**src/rtl/lc3_mem_pkg.sv**
```systemverilog
`default_nettype none
// +--------------------------------------------------------------------+
// | lc3_mem_pkg                                                        |
// | Shared types and constants for the LC3 memory responder.           |
// | Rev 1.0 - initial release                                          |
// +--------------------------------------------------------------------+
package lc3_mem_pkg;

  localparam int unsigned c_DEF_MEM_DEPTH = 256;
  localparam int unsigned c_DEF_LATENCY   = 2;
  localparam int unsigned c_CNT_W         = 4;

  typedef enum logic [1:0] {
    IDLE = 2'd0,
    BUSY = 2'd1,
    DONE = 2'd2
  } state_t;

  // True when a word address falls outside a memory of the given depth.
  function automatic logic addr_oor(input logic [15:0] a, input int unsigned depth);
    return (32'(a) >= depth);
  endfunction

endpackage
`default_nettype wire

```
**src/rtl/lc3_mem_array.sv**
```systemverilog
`default_nettype none
// +--------------------------------------------------------------------+
// | lc3_mem_array                                                      |
// | 16-bit word storage: synchronous write, combinational read.        |
// | Rev 1.0 - initial release                                          |
// +--------------------------------------------------------------------+
module lc3_mem_array #(
  parameter int unsigned DEPTH = 256,
  parameter int unsigned AW    = 8
) (
  input  logic          clk,
  input  logic          i_we,
  input  logic [AW-1:0] i_addr,
  input  logic [15:0]   i_wdata,
  output logic [15:0]   o_rdata
);

  // Contents are deliberately not reset so data survives a responder reset.
  logic [15:0] r_mem [DEPTH];

  always_ff @(posedge clk) begin
    if (i_we) begin
      r_mem[i_addr] <= i_wdata;
    end
  end

  assign o_rdata = r_mem[i_addr];

endmodule
`default_nettype wire

```
**src/rtl/lc3_mem_responder.sv**
```systemverilog
`default_nettype none
// +--------------------------------------------------------------------+
// | lc3_mem_responder                                                  |
// | Fixed-latency memory responder for the LC3 MAR/MDR interface.      |
// | Optional macro LC3_MEM_OOR_ERR_EN enables out-of-range flagging.   |
// | Rev 1.0 - initial release                                          |
// +--------------------------------------------------------------------+
module lc3_mem_responder
  import lc3_mem_pkg::*;
#(
  parameter int unsigned MEM_DEPTH = c_DEF_MEM_DEPTH,
  parameter int unsigned LATENCY   = c_DEF_LATENCY
) (
  input  logic        clk,
  input  logic        rst,
  input  logic        memEN,
  input  logic        memWE,
  input  logic [15:0] addr,
  input  logic [15:0] din,
  output logic [15:0] dout,
  output logic        ready,
  output logic        err
);

  localparam int unsigned        c_AW       = $clog2(MEM_DEPTH);
  localparam logic [c_CNT_W-1:0] c_CNT_LOAD = c_CNT_W'(LATENCY - 1);
  localparam logic [c_CNT_W-1:0] c_CNT_ONE  = c_CNT_W'(1);

  state_t             r_state;
  state_t             w_state_nxt;
  logic [c_CNT_W-1:0] r_cnt;
  logic [c_CNT_W-1:0] w_cnt_nxt;
  logic [15:0]        r_addr;
  logic [15:0]        r_din;
  logic               r_we;
  logic [15:0]        r_dout;
  logic               w_capture;
  logic               w_load_dout;
  logic               w_done;
  logic               w_oor;
  logic               w_mem_we;
  logic [15:0]        w_rdata;
  logic               w_unused_addr;

  always_ff @(posedge clk or posedge rst) begin
    if (rst) begin
      r_state <= IDLE;
      r_cnt   <= '0;
      r_addr  <= '0;
      r_din   <= '0;
      r_we    <= 1'b0;
      r_dout  <= '0;
    end else begin
      r_state <= w_state_nxt;
      r_cnt   <= w_cnt_nxt;
      if (w_capture) begin
        r_addr <= addr;
        r_din  <= din;
        r_we   <= memWE;
      end
      if (w_load_dout) begin
        r_dout <= w_oor ? 16'h0000 : w_rdata;
      end
    end
  end

  always_comb begin
    w_state_nxt = r_state;
    w_cnt_nxt   = r_cnt;
    w_capture   = 1'b0;
    w_load_dout = 1'b0;
    case (r_state)
      IDLE: begin
        if (memEN) begin
          w_capture   = 1'b1;
          w_cnt_nxt   = c_CNT_LOAD;
          w_state_nxt = BUSY;
        end
      end
      BUSY: begin
        // Read data is latched as DONE is entered so it is valid with ready.
        if (r_cnt == '0) begin
          w_state_nxt = DONE;
          w_load_dout = ~r_we;
        end else begin
          w_cnt_nxt = r_cnt - c_CNT_ONE;
        end
      end
      DONE: begin
        w_state_nxt = IDLE;
      end
      default: begin
        w_state_nxt = IDLE;
      end
    endcase
  end

`ifdef LC3_MEM_OOR_ERR_EN
  assign w_oor = addr_oor(r_addr, MEM_DEPTH);
`else
  assign w_oor = 1'b0;
`endif

  // The write retires on the edge leaving DONE, so a reset before then drops it.
  assign w_done        = (r_state == DONE);
  assign w_mem_we      = w_done & r_we & ~w_oor;
  assign w_unused_addr = ^r_addr;

  lc3_mem_array #(
    .DEPTH (MEM_DEPTH),
    .AW    (c_AW)
  ) u_mem (
    .clk     (clk),
    .i_we    (w_mem_we),
    .i_addr  (r_addr[c_AW-1:0]),
    .i_wdata (r_din),
    .o_rdata (w_rdata)
  );

  assign dout  = r_dout;
  assign ready = w_done;
  assign err   = w_done & w_oor;

endmodule
`default_nettype wire

```
**config.mk**
```make
export PLATFORM = sky130hd
export DESIGN_NAME = lc3_mem_responder
export DESIGN_NICKNAME = d
export VERILOG_FILES = /design/src/rtl/lc3_mem_pkg.sv /design/src/rtl/lc3_mem_array.sv /design/src/rtl/lc3_mem_responder.sv
export SDC_FILE = /design/constraint.sdc
export NUM_CORES = 2
export LEC_CHECK = 0
export CAP_MARGIN = 0
export CORE_ASPECT_RATIO = 1.2
export CORE_UTILIZATION = 47
export CTS_CLUSTER_SIZE = 16
export DETAILED_ROUTE_END_ITERATION = 6
export GPL_TIMING_DRIVEN = 0
export SLEW_MARGIN = 20
export SYNTH_ARGS = -nofsm -noshare
export SYNTH_HDL_FRONTEND = slang
export SYNTH_SLANG_ARGS = --single-unit
```
**constraint.sdc**
```tcl
create_clock -name clk -period 4 [get_ports clk]
set_input_delay 0.8 -clock clk [delete_from_list [all_inputs] [get_ports clk]]
set_output_delay 0.8 -clock clk [all_outputs]
set_load 0.05 [all_outputs]
```
Word level (Yosys, flattened, before mapping):

Memory sizes are Yosys's and may differ from the RTL's. A register that Yosys moved wholly into a read port is not among the register bits.
Index checks and enable logic that the tools add are counted.

* bits in registers: 31
* bits in writable memories: 4096
* output and inout port bits: 18
* word-level logic and storage cells: 31
* memories: 1

Memory list
* u_mem.r_mem: words 256, bits a word 16, read ports 1, clocked after Yosys merged registers in 1, write ports 1, line lc3_mem_array.sv:19 `logic [15:0] r_mem [DEPTH];`

* add/subtract/negate cells: 1
* eq/ne operators: 5
* mux-type cells: 12
* bitwise logic cells: 2
* reduce and logical (&&, ||, !) cells: 5

Operator list (count)
* $mux 4: 2
* $pmux 4 s2: 1
* $mux 1: 6
* $ne 2x2->1 const B: 3
* $logic_not 4->1: 1
* $mux 2: 2
* $pmux 2 s2: 1
* $sub 4x1->4 const B: 1
* $reduce_and 3->1: 1
* $eq 2x1->1 const B: 1
* $eq 2x2->1 const B: 1
* $logic_not 2->1: 1
* $reduce_and 2->1: 1
* $reduce_bool 2->1: 1
* $and 1x1->1: 1
* $not 1->1: 1

Depth between registers and ports, before layout:

* depth in word-level cells: 4
* gate-level depth with buffers: 14
* mapped depth without buffers: 9

By module:

A second synthesis with hierarchy kept.

* cell total of the unflattened synthesis: 6838
* area total of the unflattened synthesis: 157018.1 um^2

By module, submodules not included
* lc3_mem_array: times used 1, cells an instance 6711, area each 155078.7 um^2
* lc3_mem_responder: times used 1, cells an instance 127, area each 1939.4 um^2

Worst setup path before layout:

No wires, ideal clock.

* kind: register -> register
* from: register r_din[0]
* to: memory u_mem.r_mem[0][0], data pin
* library setup time: 0.803 ns
* arrival: 3.181 ns
* required time: 3.197 ns
* slack: 0.016 ns
* cell stages (with the launch flop): 1
* cell sequence: dfrtp_1

RTL lines
* from (decl): line lc3_mem_responder.sv:34 `logic [15:0] r_din;`
* from (signal assigned): line lc3_mem_responder.sv:58 `r_din <= din;`
* to (decl): line lc3_mem_array.sv:19

Straight into the memory's write port.

==> impl_metrics.json <==
{
  "clock_latency_ns": 1.03,
  "placed_area_um2": 173000,
  "rows": 233,
  "crit_path_end_kind": "flop",
  "grt_pass1_wl_mm": 878,
  "postLayoutCellArea_um2": 192000,
  "chipHeight_um": 639,
  "ys_types": 67,
  "finalHoldViolCount": 0,
  "reg2reg_slack_ns": -0.39,
  "final_antenna_net_count": 0,
  "gp_congestion": 1.09,
  "dpl.cell_count": 11900,
  "rr_endpoint": "dout[11]",
  "min_path_type": "in2async",
  "drt_wl_total_mm": 694,
  "tritoncts": "yes",
  "min_period_ns": 4.39,
  "wl_per_cell_um": 53.8,
  "crit_top_cell": "buf_2",
  "antenna_found_initial": 66,
  "cp_slowest_cell": "a211oi_4",
  "initial_core_util_pct": 47.3,
  "violations": "setup timing",
  "vdd_ir_drop_max_mv": 0.621,
  "io_pins": 54,
  "grt_overflow": 0,
  "skew_ns": 0.0694,
  "yosysWarnings": 0,
  "core_area_um2": 336000,
  "worstMarginPinSlew_ns": 1.40,
  "status": "finished with violations",
  "reg2reg_from": "r_addr[5]",
  "crit_start": "r_addr[5]",
  "syn_to_final_growth_pct": 21.0,
  "grt_usage_pct": 40.8,
  "drv_slew": 0,
  "maxCapViolCount": 0,
  "cts_hold_buf": 0,
  "dieArea_um2": 341000,
  "cts_root_buffer": "clkbuf_16",
  "drcViolationCount": 0,
  "die_w_um": 533,
  "drive_above_1_share_pct": 34.5,
  "synth_flop_cell": "edfxtp_1",
  "powerDensity_nw_per_um2": 829,
  "grt_max_degree": 85,
  "final_cell_mix": "edfxtp_1, mux4_2, clkbuf_16, nor2_4, mux2i_1",
  "drtIter0Drc": 18100,
  "reg2reg_depth": 11,
  "numPortBuffers": 44,
  "drtPass1Iterations": 7,
  "critPathRequiredTime_ns": 4.87,
  "layout_setup_ws_ns": -0.394,
  "final_common_cell": "edfxtp_1",
  "synth.avg_cell_area_um2": 22.3,
  "seq_area_frac_synth_pct": 78.1,
  "clockBufferDepth": 4,
  "cts_buffers": 409,
  "synthesis.nets": 7163,
  "synth_seq_cells": 4143,
  "final_util_pct": 57.2,
  "synthCells": 7125,
  "finalSetupViolations": 671,
  "worstPathArrival_ns": 5.26,
  "max_slew_margin_pct": 6.86,
  "slowest_delay_ns": 0.59,
  "via_per_inst": 7.04,
  "grt_pass1_vias": 84800,
  "rsz0062_at_grt": "true",
  "place_hpwl_mm": 468,
  "path_cells": "buf_2, buf_2, nor2_1, buf_4, buf_2, clkbuf_8, a32oi_1, nand4_1, nand3_2, a211oi_4, nor2_1",
  "async_flop_share_pct": 1.13,
  "clkTransAtPathRegs_ns": 0.06,
  "max_freq_ghz": 0.228,
  "fin_nets": 8057,
  "period_share_pct": 110,
  "htree_levels": 5,
  "vias": 90700,
  "cts.sinks": 4143,
  "synth_edf_count": 4096,
  "p_leak_nw": 60.4,
  "path_class": "reg2reg",
  "crit_path_max_fanout": 10,
  "startpoint_type": "flop",
  "synth_area_um2": 159000,
  "final_cells": 12900
}
-- cell type report --
type	instances	area [um2]
flip-flops and latches	4143	124000
clock buffers	510	10800
inverters	8	47.5
clock inverters	256	2840
well taps	4465	5590
plain buffers	406	4210
diodes	45	113
repair buffers	485	8940
fillers	24200	144000
multi-input cells	2566	35500
-- registers in the layout, summed over array words and instances, names as in the netlist --
signal	flops
dout	16
r_addr	8
r_cnt	4
r_din	16
r_state	2
r_we	1
u_mem.r_mem	4096
-- report_power, final --
group,internal [W],switching (W)
sequential,0.0544,0.00173
combinational,0.0181,0.0450
clock,0.0229,0.0172
-- critical path, delay by kind of cell (launching register included) --
kind	cells	cell delay [ns]
buffers and inverters	5	1.99
and+or+nand+nor	4	1.07
AOI/OAI and AO/OA	2	0.77
DFF	1	0.35
-- logic make-up (layout without fill, tap and decap cells) --
group                    Yosys count  after routing  share of synthesized area (%)
XOR/XNOR                           2              2                         0.0110
AND/OR/NAND/NOR                  792            792                           2.19
other                              1             46                        0.00236
buffers and inverters            416           1665                           1.45
AO/OA/AOI/OAI                    484            484                           2.22
multiplexers                    1285           1285                           16.0
flip-flops                      4143           4143                           78.1
adder cells (fa/ha/maj)            2              2                         0.0157
-- Yosys cell counts, drive strengths merged, types with 9 or more instances --
| cell type | count | area (um2) |
|---|---|---|
| nor2 | 303 | 1140 |
| a32o | 9 | 90.1 |
| edfxtp | 4096 | 123000 |
| nand3 | 87 | 435 |
| dfrtp | 47 | 1180 |
| a2111oi | 13 | 129 |
| a22oi | 102 | 766 |
| a32oi | 34 | 298 |
| mux2 | 34 | 383 |
| mux2i | 250 | 2500 |
| a31oi | 17 | 106 |
| a22o | 21 | 184 |
| nor4 | 12 | 75.1 |
| clkbuf | 139 | 522 |
| o22ai | 101 | 632 |
| nor3 | 43 | 215 |
| a21oi | 35 | 175 |
| buf | 269 | 1750 |
| o22a | 18 | 158 |
| nor2b | 25 | 156 |
| o221ai | 18 | 158 |
| and3 | 15 | 93.8 |
| a211oi | 36 | 270 |
| o21ai | 38 | 190 |
| mux4 | 1001 | 22500 |
| nand2 | 245 | 920 |
| nand2b | 10 | 62.6 |
| nand4 | 19 | 119 |
-- how the worst max path moves through the flow --
| stage | endpoint | slack [ns] | depth (start not counted) |
|---|---|---|---|
| floorplan | u_mem.r_mem[0][0] | 0.02 | 0 |
| global placement | u_mem.r_mem[186][7] | -4.34 | 0 |
| detailed placement | dout[15] | -2.95 | 10 |
| CTS | dout[7] | -0.25 | 11 |
| global route | dout[11] | -0.12 | 11 |
| finish | dout[11] | -0.39 | 11 |
-- metal layers --
layer / share of wire [%] / GRT usage (%)
met1: 32 / 48.8
met2: 43 / 58.5
met3: 14 / 15.4
met4: 10 / 34.4
met5: 0.054 / 0
-- through the flow --
step	setup slack (ns)	hold WS, ns	power (W)	TNS [ns]
finish	-0.394	0.113	0.159	-37.63
global route	-0.117	0.124	0.159	-0.243
CTS	-0.254	0.0930	0.155	-21.16
detailed placement	-2.95	0.493	0.114	-7514.94
global placement	-4.34	0.488	0.106	-
floorplan	0.0164	0.463	0.0808	0
-- timing repair --
item                                     CTS  global route
endpoints found under the setup margin  4113          1269
buffers inserted                         155            24
gates resized for setup                  532           241
pin swaps                                100            20
Power figures use the tool's default switching activity.
